--- src/rtl/tenthirty_table.sv ---
// Ten-and-a-half table controller: deals from an external card source, sequences
// player/dealer turns, scores hands in half-points and reports per-player wins.
//
// state    | meaning
// ---------+----------------------------------------------------------
// IDLE     | waiting for any button to start a round
// DEAL     | one card to each seat 0..NUM_PLAYERS, dealer last
// WAIT_ACT | current seat chooses hit or stand
// DRAW     | fetch one card for the current seat
// NEXT     | advance to next seat, or score the round after the dealer
// RESULT   | win bitmap valid, waiting for stand to acknowledge
// DONE     | match complete, terminal until reset
module tenthirty_table #(
   parameter int NUM_PLAYERS = 2,
   parameter int MAX_CARDS   = 5,
   parameter int TARGET_HALF = 21,
   parameter int GAMES       = 4
) (
   input  logic                         clk,
   input  logic                         rst,
   input  logic                         btn_hit,
   input  logic                         btn_stand,
   output logic                         card_req,
   input  logic                         card_vld,
   input  logic [3:0]                   card_num,
   output logic [2:0]                   seat_ptr,
   output logic [6*(NUM_PLAYERS+1)-1:0] score_all,
   output logic [2:0]                   cards_cur,
   output logic [NUM_PLAYERS-1:0]       win,
   output logic                         result_vld,
   output logic [3:0]                   game_cnt,
   output logic                         done
);

   localparam int NS = NUM_PLAYERS + 1;

   localparam logic [2:0] S_IDLE   = 3'd0;
   localparam logic [2:0] S_DEAL   = 3'd1;
   localparam logic [2:0] S_WAIT   = 3'd2;
   localparam logic [2:0] S_DRAW   = 3'd3;
   localparam logic [2:0] S_NEXT   = 3'd4;
   localparam logic [2:0] S_RESULT = 3'd5;
   localparam logic [2:0] S_DONE   = 3'd6;

   localparam logic [2:0] DEALER = 3'(NUM_PLAYERS);
   localparam logic [5:0] TGT    = 6'(TARGET_HALF);
   localparam logic [2:0] MAXC   = 3'(MAX_CARDS);
   localparam logic [3:0] NGAMES = 4'(GAMES);

   logic [2:0] state;
   logic [5:0] score [8];
   logic [2:0] cards [8];
   logic       cap_vld;
   logic [5:0] cap_val;

   logic                   card_ok;
   logic [5:0]             card_val;
   logic [5:0]             score_nxt;
   logic [2:0]             cards_nxt;
   logic [NUM_PLAYERS-1:0] win_nxt;
   logic [3:0]             game_nxt;

   always_comb begin
      card_ok   = (card_num != 4'd0) && (card_num <= 4'd13);
      card_val  = (card_num <= 4'd10) ? {1'b0, card_num, 1'b0} : 6'd1;
      score_nxt = score[seat_ptr] + cap_val;
      cards_nxt = cards[seat_ptr] + 3'd1;
      cards_cur = cards[seat_ptr];
      game_nxt  = game_cnt + 4'd1;
   end

   // Tie goes to the dealer; a busted player never wins.
   always_comb begin
      win_nxt = '0;
      for (int k = 0; k < NUM_PLAYERS; k++) begin
         win_nxt[k] = (score[3'(k)] <= TGT) &&
                      ((score[DEALER] > TGT) || (score[3'(k)] > score[DEALER]));
      end
   end

   always_comb begin
      score_all = '0;
      for (int k = 0; k < NS; k++) begin
         score_all[6*k +: 6] = score[3'(k)];
      end
   end

   always_ff @(posedge clk) begin
      if (rst) begin
         state      <= S_IDLE;
         card_req   <= 1'b0;
         cap_vld    <= 1'b0;
         cap_val    <= '0;
         seat_ptr   <= '0;
         win        <= '0;
         result_vld <= 1'b0;
         game_cnt   <= '0;
         done       <= 1'b0;
         for (int i = 0; i < 8; i++) begin
            score[i] <= '0;
            cards[i] <= '0;
         end
      end else begin
         case (state)
            S_IDLE: begin
               if (btn_hit || btn_stand) begin
                  for (int i = 0; i < 8; i++) begin
                     score[i] <= '0;
                     cards[i] <= '0;
                  end
                  seat_ptr <= '0;
                  state    <= S_DEAL;
               end
            end
            S_DEAL, S_DRAW: begin
               // Captured card is applied one cycle after the handshake.
               if (card_req) begin
                  if (card_vld && card_ok) begin
                     card_req <= 1'b0;
                     cap_vld  <= 1'b1;
                     cap_val  <= card_val;
                  end
               end else if (cap_vld) begin
                  cap_vld          <= 1'b0;
                  score[seat_ptr]  <= score_nxt;
                  cards[seat_ptr]  <= cards_nxt;
                  if (state == S_DEAL) begin
                     if (seat_ptr == DEALER) begin
                        seat_ptr <= '0;
                        state    <= S_WAIT;
                     end else begin
                        seat_ptr <= seat_ptr + 3'd1;
                     end
                  end else if ((score_nxt > TGT) || (cards_nxt == MAXC)) begin
                     state <= S_NEXT;
                  end else begin
                     state <= S_WAIT;
                  end
               end else begin
                  card_req <= 1'b1;
               end
            end
            S_WAIT: begin
               if (btn_hit) begin
                  state <= S_DRAW;
               end else if (btn_stand) begin
                  state <= S_NEXT;
               end
            end
            S_NEXT: begin
               if (seat_ptr == DEALER) begin
                  state      <= S_RESULT;
                  result_vld <= 1'b1;
                  win        <= win_nxt;
               end else begin
                  seat_ptr <= seat_ptr + 3'd1;
                  state    <= S_WAIT;
               end
            end
            S_RESULT: begin
               if (btn_stand) begin
                  game_cnt   <= game_nxt;
                  result_vld <= 1'b0;
                  win        <= '0;
                  if (game_nxt == NGAMES) begin
                     state <= S_DONE;
                     done  <= 1'b1;
                  end else begin
                     state <= S_IDLE;
                  end
               end
            end
            S_DONE: begin
               done <= 1'b1;
            end
            default: state <= S_IDLE;
         endcase
      end
   end

endmodule

--- config.mk ---
export PLATFORM = sky130hd
export DESIGN_NAME = tenthirty_table
export DESIGN_NICKNAME = d
export VERILOG_FILES = /design/src/rtl/tenthirty_table.sv
export SDC_FILE = /design/constraint.sdc
export NUM_CORES = 1
export LEC_CHECK = 0
export CAP_MARGIN = 10
export CELL_PAD_IN_SITES_DETAIL_PLACEMENT = 2
export CELL_PAD_IN_SITES_GLOBAL_PLACEMENT = 2
export CORE_ASPECT_RATIO = 0.9
export CORE_UTILIZATION = 42
export DETAILED_ROUTE_END_ITERATION = 7
export PLACE_DENSITY = 0.91
export SLEW_MARGIN = 30
export SYNTH_ARGS = -nofsm -noshare
export SYNTH_HDL_FRONTEND = slang
export SYNTH_SLANG_ARGS = --single-unit
--- constraint.sdc ---
create_clock -name clk -period 6.3 [get_ports clk]
set_clock_uncertainty 0.2 [all_clocks]
set_input_delay 0.945 -clock clk [delete_from_list [all_inputs] [get_ports clk]]
set_output_delay 0.945 -clock clk [all_outputs]
set_load 0.02 [all_outputs]
==> flow_metrics.tcl, run 1 <==
set metrics [dict create \
    dr.pass1.iters 5 \
    fmax_mhz 220.0 \
    viasPerCell 6.114 \
    ctsRootBufferMaster "clkbuf_16" \
    hold_violations 0 \
    place.gp.congestion 0.8473 \
    num_antenna_cells 0 \
    dpl_cell_area_um2 5438 \
    min_from "result_vld" \
    power_density_nw_per_um2 312.4 \
    path_class "reg -> reg" \
    finalNonFillerCells 614 \
    postSynth.asyncResetShare_pct 0 \
    crit_fanout 12 \
    clkLatencyLatePin_ps 350 \
    arrival_ps 4610 \
    path_clk_slew_ps 80 \
    overflow 0 \
    clockPowerShare_pct 31.2 \
    leakage_nw 2.127 \
    dieArea_um2 12070 \
    route.vias.total 3754 \
    swShare_pct 33.65 \
    status "finished, final reports clean" \
    grt_pass1_wl_mm 26.44 \
    portBuffers 41 \
    synthDistinctLibCells 56 \
    pwr-share-seq_pct 46.1 \
    drive_above_1_share_pct 10.17 \
    p_switching_w 0.0006048 \
    core_um2 11080 \
    cpPeakStageDelay_ps 850 \
    slew_headroom_pct 33.91 \
    final_area_um2 5753 \
    p_comb_share_pct 22.7 \
    timing.max_cap.violations 0 \
    grt_pass1_vias 4069 \
    rsz0062_at_grt "false" \
    synth-seq-cells 96 \
    cts_sinks 96 \
    wl_per_cell_um 28.72 \
    final_common_cell "nor2_1" \
    startpoint_type "flop" \
    final.min_clock_period_ps 4546 \
    cts_resized 0 \
    tightest_slew_ps 984.2 \
    grt_max_degree 24 \
    synth_area_um2 4886 \
    yosysWarningCount 0 \
    synth_ff_type "edfxtp_1" \
    htreeDepth 3 \
    cp_slowest_cell "dfxtp_1" \
    endpoint_kind "flop" \
    dpl.hpwl_mm 11.96 \
    seq_area_frac_synth_pct 54.08 \
    required_ps 6360 \
    die_w_um 115.7 \
    area_growth_pct 17.75 \
    setup-tns-final_ps 0 \
    path_cells "buf_4 > mux4_2 > mux2_2 > fa_1 > a21o_1 > a21oi_1 > xor2_1 > a21o_1 > nand4_1 > a21oi_1" \
    drcViolationCount 0 \
    grt_antenna_before_repair 0 \
    initial_core_util_pct 44.09 \
    setup_viol 0 \
    clockBufferDepth 2 \
    finalNetCount 490 \
    syn_area_per_cell_um2 11.75 \
    p_int_w 0.001193 \
    synthCells 416 \
    fin_crit_sh_pct 72.16 \
    cts_tree "yes" \
    drt_iter0_markers 310 \
    hp-class "reg -> reg" \
    numCtsBuffers 9 \
    syn_nets 449 \
    drtAntennaViolNets 0 \
    holdBufCountCts 0 \
    dp_cells 598 \
    cts_setup_buffers 0 \
    ir_drop_uv 203.7 \
    final_cell_mix "nor2_1, edfxtp_1, clkdlybuf4s50_1, nand2_1" \
    io_pins 42 \
    drv_slew 0 \
    drt-total-wl_mm 17.64 \
    rows 36 \
    groute.usage.overall_pct 31.08 \
    dieHeight_um 104.3 \
    synth_edf_count 72 \
]
[state kept, by name (all words and copies together), names as in the netlist, named ones only]
signal / flops
result_vld: 1
win: 2
state: 3
card_req: 1
score: 48
done: 1
cap_vld: 1
seat_ptr: 3
cap_val: 5
game_cnt: 4
cards: 24
[cell usage after synthesis (all sizes together), types with 2 or more instances]
library cell | n | area, um^2
a211oi | 4 | 30.03
a21boi | 2 | 15.01
a21o | 7 | 52.55
a21oi | 20 | 103.9
a31oi | 3 | 18.77
a32oi | 2 | 17.52
and3b | 2 | 17.52
buf | 4 | 26.27
clkbuf | 8 | 30.03
dfxtp | 24 | 480.5
edfxtp | 72 | 2162
ha | 23 | 287.8
inv | 17 | 63.81
mux2 | 6 | 67.56
mux2i | 6 | 85.08
mux4 | 18 | 420.4
nand2 | 29 | 108.9
nand2b | 9 | 56.30
nand3 | 5 | 25.02
nand3b | 2 | 15.01
nand4 | 4 | 25.02
nor2 | 97 | 364.1
nor2b | 6 | 37.54
nor4 | 2 | 12.51
o21a | 2 | 15.01
o21ai | 11 | 55.05
o22ai | 2 | 12.51
o311ai | 2 | 17.52
o31ai | 2 | 15.01
or2 | 2 | 12.52
xnor2 | 4 | 42.55
xor2 | 4 | 53.81
[cell type report]
class,instances,area (um^2)
tap,152,190.2
multi-input combinational,291,2138
inverter,17,63.81
fill,1113,5328
sequential,96,2644
clock buffer,9,225.2
timing repair buffer,42,417.9
clock inverter,7,73.82
[routing by layer]
metal  global-route usage [%]  share of wire (%)
met1                    39.30                 41
met2                    51.54                 51
met3                    6.469                5.6
met4                    12.73                3.4
met5                        0                  0
[metrics by stage]
step | worst slack [ps] | utilization [%] | power [W] | hold slack [ps]
4_1_cts | 1782 | 51.77 | 0.001793 | 279.7
3_5_place_dp | 1895 | 49.07 | 0.001223 | 258.3
3_3_place_gp | 2056 | 49.07 | 0.001183 | 242.9
6_report | 1754 | 51.92 | 0.001797 | 278.7
5_1_grt | 1611 | 51.92 | 0.001855 | 296.2
2_1_floorplan | 2784 | - | 0.001045 | 236.2
[power groups by stage]
stage	registers, W	logic, W	clock network, W
6_report	0.000828	0.000408	0.000561
3_5_place_dp	0.000837	0.000386	0
5_1_grt	0.000835	0.000435	0.000585
3_3_place_gp	0.000828	0.000355	0
2_1_floorplan	0.000811	0.000234	0
4_1_cts	0.000826	0.000403	0.000564
[kinds of logic (layout without fill, tap and decap cells)]
family          Yosys count  after routing  share of synthesized area (%)
xor+xnor                  8              8                          1.972
compound gates           65             65                          8.835
flops                    96             96                          54.08
mux                      30             30                          11.73
simple gates            164            164                          14.62
fa+ha+maj                24             24                          6.300
buf+inv                  29             75                          2.458
[critical path, delay by kind of cell, from the launching register on]
family | cells | cell delay [ps]
mux | 2 | 860
fa+ha+maj | 1 | 480
buf+inv | 1 | 340
flops | 1 | 850
xor+xnor | 1 | 770
simple gates | 1 | 110
compound gates | 4 | 820
[path summary, 6_finish.rpt]
| check | end | slack (ps) | depth (start not counted) |
|---|---|---|---|
| max | state[1] | 1750 | 10 |
| min reg2reg | result_vld | 280 | 2 |
| max reg2reg | state[1] | 1750 | 10 |
| min | result_vld | 280 | 2 |
Power figures use the tool's default switching activity.
==> run 2: changes to the inputs <==
CORE_UTILIZATION = 39   (was 42)
PLACE_DENSITY = 0.86   (was 0.91)
clock period = 4.64 ns   (was 6.3 ns; I/O delays follow)
==> run 2 against run 1 <==
- sequential share of layout area shrank 0.13 points
- sequential power grew 34%
- critical path depth shrank 1
- largest power group unchanged
==> flow_metrics.tcl, run 2 (synthesized netlist as in run 1, its figures left out) <==
set metrics [dict create \
    viasPerCell 5.882 \
    dpl.hpwl_mm 11.89 \
    dr.pass1.iters 5 \
    grt_pass1_vias 4070 \
    htreeDepth 3 \
    final.fill_count 1211 \
    overflow 0 \
    dieArea_um2 12980 \
    status "finished, final reports clean" \
    setup-tns-final_ps 0 \
    top_register "score" \
    drive_above_1_share_pct 10.49 \
    slew_headroom_pct 44.09 \
    fin_util_pct 47.56 \
    path_class "reg -> reg" \
    drt_iter0_markers 240 \
    cts_sinks 96 \
    grt_max_degree 19 \
    dp_cells 611 \
    whs_path_depth 2 \
    endpoint_kind "flop" \
    area_growth_pct 18.03 \
    leakage_nw 2.144 \
    timing.rr.end "state[2]" \
    rsz0062_at_grt "false" \
    timing.max_cap.violations 0 \
    hp-class "reg -> reg" \
    finalNetCount 495 \
    holdPathEnd "result_vld" \
    tightest_slew_ps 832.7 \
    path_clk_slew_ps 70 \
    worstRegToRegCells 9 \
    drt-total-wl_mm 16.14 \
    drcViolationCount 0 \
    hold_violations 0 \
    required_ps 4670 \
    num_antenna_cells 0 \
    fin_crit_sh_pct 85.25 \
    startpoint_type "flop" \
    core_um2 12120 \
    holdBufCountCts 0 \
    drtAntennaViolNets 0 \
    power_density_nw_per_um2 405.8 \
    final_common_cell "nor2_1" \
    setup_viol 0 \
    grt_antenna_before_repair 1 \
    grt_pass1_wl_mm 24.66 \
    largestRegisters "score: 48 flops, cards: 24 flops, cap_val: 5 flops" \
    final.min_clock_period_ps 3956 \
    numCtsBuffers 9 \
    final_cell_mix "nor2_1, edfxtp_1, clkdlybuf4s50_1, nand2_1, dfxtp_1" \
    initial_core_util_pct 40.30 \
    drv_slew 0 \
    multiInputGateArea_um2 2131 \
    die_w_um 120.0 \
    cts_resized 0 \
    place.gp.congestion 0.8440 \
    dieHeight_um 108.2 \
    groute.usage.overall_pct 26.46 \
    seq_area_um2 2643 \
    largest_register_ff_count 48 \
    ctsRootBufferMaster "clkbuf_16" \
    io_pins 42 \
    crit_fanout 10 \
    cts_tree "yes" \
    clockBufferDepth 2 \
    finalNonFillerCells 627 \
    portBuffers 41 \
    min_from "result_vld" \
    cts_setup_buffers 0 \
    fmax_mhz 252.8 \
    r2r_slack_ps 680 \
    ir_drop_uv 184.0 \
    route.vias.total 3688 \
    rows 38 \
    arrival_ps 3990 \
    wl_per_cell_um 25.73 \
    clkLatencyLatePin_ps 350 \
]
run 2: where the power goes:
part	switching, W	total (W)	internal, W
clock	0.000331	0.000694	0.000363
sequential	0.0000809	0.00111	0.00103
combinational	0.000324	0.000538	0.000214
run 2: layout make-up:
cell class,count,area share (%)
Clock buffer,9,3.905
Clock inverter,7,0.8462
Inverter,17,1.107
Multi-Input combinational cell,291,36.95
Sequential cell,96,45.82
Tap cell,160,3.471
Timing Repair Buffer,47,7.898
run 2: worst max-delay path, cell delays in order (launching register included):
cell and delay (ps):
dfxtp_1 730, mux4_2 620, mux2_2 300, ha_1 220, fa_1 430, xnor2_1 700, nand2b_1 200, a21o_1 150
a311o_1 190, a21oi_1 90
run 2: how the worst max path moves through the flow:
| stage | start | endpoint | slack (ps) | cells past startpoint |
|---|---|---|---|---|
| 2_1_floorplan | flop | state[2] | 1120 | 12 |
| 3_3_place_gp | flop | state[2] | 1010 | 11 |
| 4_1_cts | flop | state[2] | 670 | 11 |
| 6_report | flop | state[2] | 680 | 9 |
| 5_1_grt | flop | state[2] | 490 | 9 |
| 3_5_place_dp | flop | state[2] | 700 | 9 |
run 2: routing by layer:
metal / share of wire (%) / up-vias / global-route usage (%)
li1: - / 1611 / -
met1: 40 / 1928 / 31.24
met2: 53 / 117 / 47.13
met3: 4.3 / 32 / 4.536
met4: 3.1 / 0 / 12.23
met5: 0 / - / 0
run 2: stage by stage:
step / total power (W) / worst slack [ps] / hold WS (ps) / area [um^2]
CTS: 0.002360 / 671.2 / 278.8 / 5759
finish: 0.002340 / 684.5 / 282.1 / 5767
detailed placement: 0.001659 / 705.0 / 268.2 / 5485
global route: 0.002435 / 492.6 / 293.2 / 5767
global placement: 0.001601 / 1009 / 241.7 / 5485
floorplan: 0.001419 / 1124 / 236.2 / 4886
